==> src/rtl/fetch_queue_unit.sv <==
// fetch_queue_unit: sequential PC generator feeding a small in-order fetch queue.
// Valid redirects flush the queue and retarget the PC. A misaligned target
// enqueues a single fault entry, and the unit then halts until the next valid
// redirect.
module fetch_queue_unit #(
  parameter int              XLEN     = 32,
  parameter logic [XLEN-1:0] RESET_PC = 32'h0000_0000,
  parameter int              IMEM_AW  = 10,
  parameter int              DEPTH    = 2
) (
  input  logic               clk,
  input  logic               rst,
  input  logic               redirect,
  input  logic [2:0]         npc_op,
  input  logic [XLEN-1:0]    pc_b,
  input  logic [XLEN-1:0]    pc_jal,
  input  logic [XLEN-1:0]    pc_jalr,
  output logic [IMEM_AW-1:0] imem_addr,
  input  logic [31:0]        imem_rdata,
  output logic               out_valid,
  input  logic               out_ready,
  output logic [XLEN-1:0]    out_pc,
  output logic [XLEN-1:0]    out_pcplus4,
  output logic [31:0]        out_instr,
  output logic               out_misalign
);

  localparam int PW = (DEPTH > 1) ? $clog2(DEPTH) : 1;
  localparam int CW = $clog2(DEPTH + 1);
  localparam logic [31:0] NOP_INSTR = 32'h0000_0013;

  typedef enum logic [1:0] {S_RUN, S_FAULT, S_HALT} state_e;

  state_e          state_q, state_d;
  logic [XLEN-1:0] pc_q, pc_d;
  logic [PW-1:0]   wptr_q, wptr_d, rptr_q, rptr_d;
  logic [CW-1:0]   count_q, count_d;

  // Queue storage; data is only meaningful where count says so, so it is not reset.
  logic [XLEN-1:0] ent_pc_q    [DEPTH];
  logic [XLEN-1:0] ent_pc4_q   [DEPTH];
  logic [31:0]     ent_instr_q [DEPTH];
  logic            ent_mis_q   [DEPTH];

  logic            valid_redir;
  logic [XLEN-1:0] target;
  logic [XLEN-1:0] pc_plus4;
  logic            full;
  logic            pop;
  logic            space;
  logic            push;
  logic            push_fault;

  assign imem_addr = pc_q[IMEM_AW+1:2];
  assign pc_plus4  = pc_q + XLEN'(4);

  // Redirect decode and target selection; reserved or sequential ops do not redirect.
  always_comb begin
    valid_redir = redirect && ((npc_op == 3'd1) || (npc_op == 3'd2) || (npc_op == 3'd3));
    case (npc_op)
      3'd1:    target = pc_b;
      3'd2:    target = pc_jal;
      default: target = pc_jalr;
    endcase
  end

  // Handshake: a redirect suppresses the pop so the flush wins cleanly.
  always_comb begin
    out_valid = (count_q != '0);
    full      = (count_q == CW'(DEPTH));
    pop       = out_valid && out_ready && !valid_redir;
    space     = !full || pop;
  end

  // Head entry, forced to zero when the queue is empty (including during reset).
  always_comb begin
    out_pc       = '0;
    out_pcplus4  = '0;
    out_instr    = '0;
    out_misalign = 1'b0;
    if (out_valid) begin
      out_pc       = ent_pc_q[rptr_q];
      out_pcplus4  = ent_pc4_q[rptr_q];
      out_instr    = ent_instr_q[rptr_q];
      out_misalign = ent_mis_q[rptr_q];
    end
  end

  // Next-state logic: redirect first, then per-state push decisions.
  always_comb begin
    state_d    = state_q;
    pc_d       = pc_q;
    push       = 1'b0;
    push_fault = 1'b0;
    if (valid_redir) begin
      pc_d    = target;
      state_d = (target[1:0] == 2'b00) ? S_RUN : S_FAULT;
    end else begin
      case (state_q)
        S_RUN: begin
          if (space) begin
            push = 1'b1;
            pc_d = pc_plus4;
          end
        end
        S_FAULT: begin
          if (space) begin
            push       = 1'b1;
            push_fault = 1'b1;
            state_d    = S_HALT;
          end
        end
        S_HALT:  state_d = S_HALT;
        default: state_d = S_RUN;
      endcase
    end
  end

  // Pointer and occupancy bookkeeping; power-of-two DEPTH makes pointers wrap naturally.
  always_comb begin
    wptr_d  = wptr_q;
    rptr_d  = rptr_q;
    count_d = count_q;
    if (valid_redir) begin
      wptr_d  = '0;
      rptr_d  = '0;
      count_d = '0;
    end else begin
      if (push) wptr_d = wptr_q + PW'(1);
      if (pop)  rptr_d = rptr_q + PW'(1);
      count_d = count_q + CW'(push) - CW'(pop);
    end
  end

  // Control state registers.
  always_ff @(posedge clk or posedge rst) begin
    if (rst) begin
      state_q <= S_RUN;
      pc_q    <= RESET_PC;
      wptr_q  <= '0;
      rptr_q  <= '0;
      count_q <= '0;
    end else begin
      state_q <= state_d;
      pc_q    <= pc_d;
      wptr_q  <= wptr_d;
      rptr_q  <= rptr_d;
      count_q <= count_d;
    end
  end

  // Entry write at the tail; a fault entry carries a NOP and the misalign flag.
  always_ff @(posedge clk) begin
    if (push) begin
      ent_pc_q[wptr_q]    <= pc_q;
      ent_pc4_q[wptr_q]   <= pc_plus4;
      ent_instr_q[wptr_q] <= push_fault ? NOP_INSTR : imem_rdata;
      ent_mis_q[wptr_q]   <= push_fault;
    end
  end

endmodule

==> config.mk <==
export PLATFORM = sky130hd
export DESIGN_NAME = fetch_queue_unit
export DESIGN_NICKNAME = d
export VERILOG_FILES = /design/src/rtl/fetch_queue_unit.sv
export SDC_FILE = /design/constraint.sdc
export NUM_CORES = 1
export LEC_CHECK = 0
export BUFFER_PORTS_ARGS = -buffer_cell sky130_fd_sc_hd__buf_4
export CAP_MARGIN = 5
export CORE_MARGIN = 10
export CORE_UTILIZATION = 38
export CTS_CLUSTER_SIZE = 40
export DETAILED_ROUTE_END_ITERATION = 10
export PLACE_DENSITY = 0.64
export SETUP_SLACK_MARGIN = 0.15
export SLEW_MARGIN = 20
export SYNTH_ARGS = -nofsm -noshare
export SYNTH_HDL_FRONTEND = slang
export SYNTH_SLANG_ARGS = --single-unit
==> constraint.sdc <==
create_clock -name clk -period 14.7 [get_ports clk]
set_input_delay 1.47 -clock clk [delete_from_list [all_inputs] [get_ports clk]]
set_output_delay 1.47 -clock clk [all_outputs]
set_load 0.02 [all_outputs]
# Word-level counts from Yosys, hierarchy flattened
# Memory sizes are Yosys's and may differ from the RTL's.
# Index checks and enable logic that the tools add are counted.
[word_totals]
n_memories = 4
ram_bits = 194
output_inout_bits = 108
ff_bits = 38
input_bits = 135
[classes]
n_mux = 25
n_reduce_logical = 18
n_eq_ne = 8
n_addsub = 5
[memory_table]
columns = ["name", "words", "word_bits", "rd", "rd_clocked_by_memory_dff", "wr", "line", "text"]
rows = [
  ["ent_instr_q", 2, 32, 1, 0, 1, "42", "logic [31:0] ent_instr_q [DEPTH];"],
  ["ent_pc4_q", 2, 32, 1, 0, 1, "41", "logic [XLEN-1:0] ent_pc4_q [DEPTH];"],
  ["ent_pc_q", 2, 32, 1, 0, 1, "40", "logic [XLEN-1:0] ent_pc_q [DEPTH];"],
  ["ent_mis_q", 2, 1, 1, 0, 1, "43", "logic ent_mis_q [DEPTH];"],
]
[ops]
columns = ["operator", "n"]
rows = [
  ["$mux 32", 7],
  ["$pmux 32 s2", 1],
  ["$add 32x3->32 const B", 1],
  ["$mux 1", 13],
  ["$reduce_bool 2->1", 5],
  ["$eq 3x2->1 const B", 2],
  ["$mux 2", 3],
  ["$pmux 2 s3", 1],
  ["$eq 2x2->1 const B", 2],
  ["$logic_not 2->1", 2],
  ["$reduce_and 2->1", 2],
  ["$eq 3x1->1 const B", 1],
  ["$logic_and 1x1->1", 3],
  ["$logic_or 1x1->1", 3],
  ["$ne 3x3->1 const B", 1],
  ["$add 1x1->1 const B", 2],
  ["$add 2x1->2", 1],
  ["$eq 2x1->1 const B", 1],
  ["$logic_not 1->1", 2],
  ["$ne 2x2->1 const B", 1],
  ["$reduce_or 2->1", 1],
  ["$sub 2x1->2", 1],
]

# Longest topological paths before layout
# Gate-level depths: netlist of run 1.
[depth]
depth_word = 13
mapped_depth = 12
depth_no_buf = 11

# Least setup slack after synthesis of run 1
# No wires, ideal clock.
[synth_path]
path_kind = "input to register"
startpoint = "in npc_op[0]"
endpoint = "mem ent_instr_q[1][0] (enable)"
slack_ps = 7544
path_stages = 7
arrival_time_ps = 6596
path_buffers = 1
setup_ps = 560
path_cell_list = "nor2_1 or2_2 clkbuf_1 nand3_1 inv_1 a21oi_1 nor2b_1"
[synth_via]
elab_chain_cells = 12
word_cells_on_any_way = 14
[synth_lines]
columns = ["element", "line", "text"]
rows = [
  ["start: declaration", "14", "input logic [2:0] npc_op,"],
  ["$eq 3x1->1 or $eq 3x2->1 (tied branches)", "59", "valid_redir = redirect && ((npc_op == 3'd1) || (npc_op == 3'd2) || (npc_op == 3'd3));"],
  ["$logic_or 1x1->1", "59", ""],
  ["$logic_or 1x1->1 (*)", "59", ""],
  ["$logic_and 1x1->1 (*)", "59", ""],
  ["$logic_not 1->1", "71", "pop = out_valid && out_ready && !valid_redir;"],
  ["$logic_and 1x1->1", "71", ""],
  ["$logic_or 1x1->1", "72", "space = !full || pop;"],
  ["$mux 1", "101, 107", ""],
  ["$mux 1", "n/a", ""],
  ["$mux 1 (*)", "95", "if (valid_redir) begin"],
  ["$mux 1 (*)", "154", "if (push) begin"],
  ["$mux 1 (*)", "157", "ent_instr_q[wptr_q] <= push_fault ? NOP_INSTR : imem_rdata;"],
  ["end: declaration", "42", ""],
]
# Every way passes the cells marked *; elsewhere a longest branch is shown, timed or not.

# Worst setup path in the final report of run 1
[layout_path]
startpoint = "in npc_op[2]"
endpoint = "mem ent_pc4_q[0][2] (enable)"
[layout_via]
elab_chain_cells = 12
word_cells_on_any_way = 14
[layout_lines]
columns = ["element", "line", "text"]
rows = [
  ["$eq 3x1->1 or $eq 3x2->1 (tied branches)", "59", ""],
  ["$logic_or 1x1->1", "59", ""],
  ["$logic_or 1x1->1 (*)", "59", ""],
  ["$logic_and 1x1->1 (*)", "59", ""],
  ["$logic_not 1->1", "71", ""],
  ["$logic_and 1x1->1", "71", ""],
  ["$logic_or 1x1->1", "72", ""],
  ["$mux 1", "101, 107", ""],
  ["$mux 1", "n/a", ""],
  ["$mux 1 (*)", "95", ""],
  ["$mux 1 (*)", "154", ""],
  ["$mux 1 (implied by the code) (*)", "156", "ent_pc4_q[wptr_q] <= pc_plus4;"],
  ["end: declaration", "41", ""],
]
# Marks and branches as above.

==> results_dict.tcl, run 1 <==
set metrics [dict create \
    antenna_found_initial 0 \
    outcome "finished, final reports clean" \
    clock_sinks 228 \
    start_util 0.3838 \
    drtIter0Drc 407 \
    cts_max_path_buffers 3 \
    drive_gt1_frac 0.2901 \
    synth_ff_type "edfxtp_1" \
    grt_use_total 0.1565 \
    min_period_ns 4.756 \
    routed_wl_um 28770 \
    min_from "pc_q[1]$_DFFE_PP0P_" \
    fillers 2505 \
    path_cells "buf_4 > nand2b_1 > or2_2 > nand3_2 > inv_1 > a21oi_1 > nor2_4 > buf_4" \
    drt_pass1_iterations 4 \
    fmax_ghz 0.2103 \
    synth_compound_area_frac 0.06966 \
    dieHeight_um 187.3 \
    slew_headroom 0.3456 \
    powerDensity_nw_per_um2 225.4 \
    multi_input_area_sq_um 3662 \
    io-pin-count 243 \
    layout_commonest_cell "buf_4" \
    muxShareOfSynthArea 0.09142 \
    clkTransAtPathRegs_ns 0.06 \
    r2r-start "count_q[1]$_DFF_PP0_" \
    setup_viol 0 \
    clock_skew_ns 0.01171 \
    cts_setup_buffers 0 \
    synth_xor_area_frac 0.04695 \
    synth_top_family_by_area "simple AND/OR/NAND/NOR gates" \
    drc 0 \
    fin_util 0.4892 \
    num_rows 61 \
    cts_tree "built" \
    end_kind "flip-flop" \
    io_buffers 242 \
    critPathArrivalTime_ns 4.89 \
    leakage_uw 0.005371 \
    crit_required_ns 14.83 \
    die_w_um 187.3 \
    grt_setup_unrepaired "false" \
    finalSetupTns_ns 0 \
    grt_max_degree 66 \
    timing.critical_path.mode_cell "buf_4" \
    worstPathMaxFanout 64 \
    dp_hpwl_um 20130 \
    vias 7333 \
    ir_worst_vdd_mv 0.09243 \
    nets 1194 \
    cts_made_buffers 25 \
    yosysWarnings 0 \
    hold_viol_final 0 \
    routedWlPerCell_um 19.84 \
    crit_slowest_cell "buf_4" \
    syn-cell-area_sq_um 10630 \
    ctsRootBufferMaster "clkbuf_16" \
    gp_congestion 0.8109 \
    max_stage_delay_ns 0.84 \
    criticalPathCategory "input pin to flip-flop" \
    antenna-diode-count 0 \
    synth_cells 842 \
    seqCellArea_sq_um 6660 \
    die_area_sq_um 35080 \
    slew_violations 0 \
    grt_pass1_vias 7631 \
    cts_max_level 1 \
    critPathLaunch "npc_op[2]" \
    cp_num_buf_inv 3 \
    synth_simple_gate_area_frac 0.1265 \
    core_area_sq_um 27710 \
    async_reset_ff_frac 0.1667 \
    grt_pass1_wl_um 43800 \
    syn_to_final_growth_pct 27.46 \
    synth_edf_count 190 \
    ctsResizeCount 0 \
    hold_path_class "flip-flop to flip-flop" \
    syn-num-nets 982 \
    grt_overflow 0 \
    via_per_inst 5.057 \
    clock_latency_ns 0.51 \
    critPathTopFamily "simple AND/OR/NAND/NOR gates" \
    final_cell_mix "buf_4, edfxtp_1, nor2_1" \
    fin_crit_sh 0.3235 \
    ctsHoldBuffers 0 \
    synthAdderAreaFrac 0.005883 \
    maxCapViolCount 0 \
    ys_types 50 \
    worst_setup_path_start_kind "input pin" \
    drtAntennaViolNets 0 \
    ys_seq_elements 228 \
    tightest_slew_ns 0.9793 \
    syn_area_per_cell_sq_um 12.63 \
    seq_area_frac_synth 0.6260 \
]
-- logic make-up (layout without fill, tap and decap cells) --
logic type                 count (synthesis)  in the layout
and+or+nand+nor                          270            270
DFF                                      228            228
AOI/OAI and AO/OA                        108            108
muxes                                     97             97
buffers and inverters                     77            307
xor gates and xnor gates                  57             57
adders and majority gates                  5              5
-- Yosys cell counts (11+ instances only) --
cell type,count,share of area
xor2_1,29,0.024
buf_4,13,0.0092
buf_1,11,0.0039
o21ai_0,13,0.0061
dfrtp_1,38,0.089
clkbuf_1,33,0.012
and2_1,34,0.020
a211oi_1,22,0.016
nand2_1,33,0.012
xnor2_1,28,0.023
nand3_1,13,0.0061
nor2_1,127,0.045
mux2i_1,96,0.090
edfxtp_1,190,0.54
a22o_1,24,0.020
a21oi_1,24,0.011
nand4_1,14,0.0082
-- flip-flops by register name, summed over array words and instances, names as in the netlist --
signal       cells
count_q          2
ent_instr_q     64
ent_mis_q        2
ent_pc4_q       60
ent_pc_q        64
pc_q            32
rptr_q           1
state_q          2
wptr_q           1
-- worst reg2reg max path: stages (launching register included) --
cell and delay, ns:
dfrtp_1 0.47, or3b_2 0.30, nand3_2 0.52, inv_1 0.29
a21oi_1 0.15, nor2_4 0.81, buf_4 0.86
-- layer usage --
metal	part of all wire	track usage	vias up
met1	0.42	0.1974	3565
li1	-	-	3484
met5	0	0	-
met3	0.080	0.04176	33
met4	0.014	0.03102	0
met2	0.49	0.2642	251
-- metrics by stage --
stage / worst slack (ns) / hold slack [ns] / instance area, sq um / total power (uW) / cells
after global routing: 9.533 / 0.4927 / 13550 / 3229 / 1450
after detailed placement: 9.273 / 0.4603 / 12730 / 2473 / 1405
after global placement: 8.977 / 0.4518 / 12720 / 2452 / 1405
final: 9.944 / 0.4690 / 13550 / 3055 / 1450
after CTS: 9.804 / 0.4743 / 13550 / 3106 / 1450
after floorplan: 7.544 / 0.4368 / 10630 / 1948 / 842
-- layout make-up --
cell class / instances / share of cell area
Sequential cell: 228 / 0.4914
Multi-Input combinational cell: 537 / 0.2702
Timing Repair Buffer: 253 / 0.1404
Clock buffer: 30 / 0.04754
Tap cell: 378 / 0.03489
Clock inverter: 15 / 0.01311
Inverter: 9 / 0.002492
-- worst paths after layout --
kind | endpoint | slack [ns] | depth (start not counted)
min reg2reg | ent_pc_q[1][1]$_DFFE_PP_ | 0.47 | 0
max in group asynchronous | rptr_q$_DFFE_PP0P_ | 13.23 | 3
min in group asynchronous | pc_q[28]$_DFFE_PP0P_ | 1.08 | 3
min | ent_pc_q[1][1]$_DFFE_PP_ | 0.47 | 0
max | ent_pc4_q[0][2]$_DFFE_PP_ | 9.94 | 8
max reg2reg | ent_pc4_q[0][2]$_DFFE_PP_ | 10.89 | 6
-- power by group --
group | internal [uW] | leakage (uW) | switching [uW]
combinational | 483 | 0.00275 | 793
sequential | 1020 | 0.00222 | 134
clock | 382 | 0.000403 | 246
total | 1880 | 0.00537 | 1170
Power figures use the tool's default switching activity.
==> run 2: changes to the inputs <==
--- a/config.mk
+++ b/config.mk
@@ -11,7 +11,7 @@
 export CORE_UTILIZATION = 38
 export CTS_CLUSTER_SIZE = 40
 export DETAILED_ROUTE_END_ITERATION = 10
-export PLACE_DENSITY = 0.64
+export PLACE_DENSITY = 0.66
 export SETUP_SLACK_MARGIN = 0.15
 export SLEW_MARGIN = 20
 export SYNTH_ARGS = -nofsm -noshare
==> constraint.sdc (replaced) <==
create_clock -name clk -period 4.32 [get_ports clk]
set_input_delay 0.432 -clock clk [delete_from_list [all_inputs] [get_ports clk]]
set_output_delay 0.432 -clock clk [all_outputs]
set_load 0.02 [all_outputs]
==> run 2 against run 1 <==
Die area unchanged. Via count down 1.4%. Sequential share of layout area down 0.086 points. Setup slack worse by 8.6 ns. Cell count about the same. Critical endpoint is now out_pcplus4[20]. Largest cell class unchanged. Largest power group unchanged. Highest routed layer unchanged.
==> results_dict.tcl, run 2 (synthesis results as in run 1) <==
set metrics [dict create \
    ctsResizeCount 0 \
    antenna-diode-count 0 \
    hold_path_class "input pin to async pin" \
    ir_worst_vdd_mv 0.3132 \
    r2r-start "count_q[0]$_DFF_PP0_" \
    p_sw_frac 0.3827 \
    reg.largest.list "ent_instr_q x64, ent_pc_q x64, ent_pc4_q x60" \
    clock_latency_ns 0.51 \
    routed_wl_um 27910 \
    drtAntennaViolNets 0 \
    drtIter0Drc 460 \
    die_area_sq_um 35080 \
    final_cell_mix "buf_4, edfxtp_1, nor2_1" \
    grt_use_total 0.1521 \
    powerDensity_nw_per_um2 761.4 \
    met2_usage 0.2440 \
    io_buffers 242 \
    busiest_layer "met2" \
    clkPwrFrac 0.197 \
    crit_required_ns 3.89 \
    cts_made_buffers 24 \
    core_area_sq_um 27710 \
    setup_viol 0 \
    placed_area_sq_um 12790 \
    start_util 0.3838 \
    cts_max_level 1 \
    r2r_end "count_q[1]$_DFF_PP0_" \
    grtUsageMet3 0.04008 \
    worst_r2r_path_depth 11 \
    num_rows 61 \
    pwr-share-seq 0.382 \
    grt_max_degree 96 \
    grt_setup_unrepaired "false" \
    routedWlPerCell_um 19.24 \
    via_per_inst 4.983 \
    clock_skew_ns 0.007729 \
    min_period_ns 3.009 \
    slew_headroom 0.3357 \
    die_w_um 187.3 \
    fmax_ghz 0.3323 \
    leakage_uw 0.005380 \
    use_met1 0.2031 \
    layout_commonest_cell "buf_4" \
    nets 1195 \
    worstPathMaxFanout 51 \
    finalSetupTns_ns 0 \
    critPathArrivalTime_ns 2.58 \
    slew_violations 0 \
    grt_pass1_wl_um 43170 \
    vias 7230 \
    p_switching_uw 3957 \
    ctsHoldBuffers 0 \
    p_int_uw 6382 \
    fin_area_sq_um 13580 \
    grt_pass1_vias 7467 \
    io-pin-count 243 \
    hold_viol_final 0 \
    clock_sinks 228 \
    maxCapViolCount 0 \
    worst_setup_path_start_kind "flip-flop" \
    dp_hpwl_um 19880 \
    end_kind "output pin" \
    drt_pass1_iterations 6 \
    ctsRootBufferMaster "clkbuf_16" \
    criticalPathCategory "flip-flop to output pin" \
    clkTransAtPathRegs_ns 0.05 \
    reg2reg_slack_ns 1.32 \
    dieHeight_um 187.3 \
    fin_util 0.4901 \
    cts_tree "built" \
    drive_gt1_frac 0.2889 \
    tightest_slew_ns 0.9965 \
    grt_overflow 0 \
    cts_setup_buffers 0 \
    fin_crit_sh 0.6966 \
    cts_max_path_buffers 3 \
    outcome "finished, final reports clean" \
    gp_congestion 0.8368 \
    syn_to_final_growth_pct 27.69 \
    drc 0 \
    antenna_found_initial 0 \
    p_comb_frac 0.421 \
]
## run 2: cell count changes in the layout (fill, tap and decap cells not counted), sizes merged
cell | previous run | this run
clkinvlp | 1 | 0
bufinv | 4 | 2
buf | 253 | 255
clkinv | 10 | 9
clkbuf | 30 | 33
## run 2: through the flow
step	hold slack [ns]	instances	total power [uW]	setup slack (ns)
after floorplan	0.4368	842	6580	0.01995
after global routing	0.08689	1451	10940	1.115
after global placement	0.4525	1407	8385	1.072
after detailed placement	0.4662	1407	8452	1.005
after CTS	0.05000	1451	10500	1.263
final	0.04184	1451	10340	1.311
## run 2: critical path: stages (launching register included)
cell and delay (ns):
dfrtp_4 1.02, buf_12 0.35, mux2i_1 0.34, nor2_1 0.07, buf_4 0.20
## run 2: worst max-delay path by stage
| stage | start | end | depth (start not counted) |
|---|---|---|---|
| final | rptr_q$_DFFE_PP0P_ | out_pcplus4[20] | 4 |
| after global routing | count_q[0]$_DFF_PP0_ | count_q[1]$_DFF_PP0_ | 11 |
| after CTS | rptr_q$_DFFE_PP0P_ | out_pcplus4[20] | 4 |
| after detailed placement | npc_op[2] | count_q[1]$_DFF_PP0_ | 13 |
| after global placement | npc_op[2] | count_q[1]$_DFF_PP0_ | 13 |
| after floorplan | npc_op[0] | ent_instr_q[1][0]$_DFFE_PP_ | 7 |
## run 2: layer usage
| metal | up-vias | wire (um) |
|---|---|---|
| met5 | - | 0 |
| met4 | 0 | 458 |
| met3 | 37 | 1972 |
| met2 | 265 | 12990 |
| met1 | 3452 | 12500 |
| li1 | 3476 | - |
## run 2: cell type report
type,instances,area [sq um]
flip-flops and latches,228,6660
clock inverters,11,103.9
inverters,9,33.78
well taps,378,473.0
repair buffers,255,1964
multi-input cells,537,3657
fillers,2522,14130
clock buffers,33,685.7
## run 2: power by group through the flow
| stage | clock, uW | combinational (uW) | sequential [uW] |
|---|---|---|---|
| 5_1_grt | 2170 | 4730 | 4050 |
| 3_3_place_gp | 0 | 4430 | 3960 |
| 4_1_cts | 2070 | 4460 | 3960 |
| 3_5_place_dp | 0 | 4450 | 4000 |
| 6_report | 2040 | 4350 | 3950 |
| 2_1_floorplan | 0 | 2800 | 3780 |
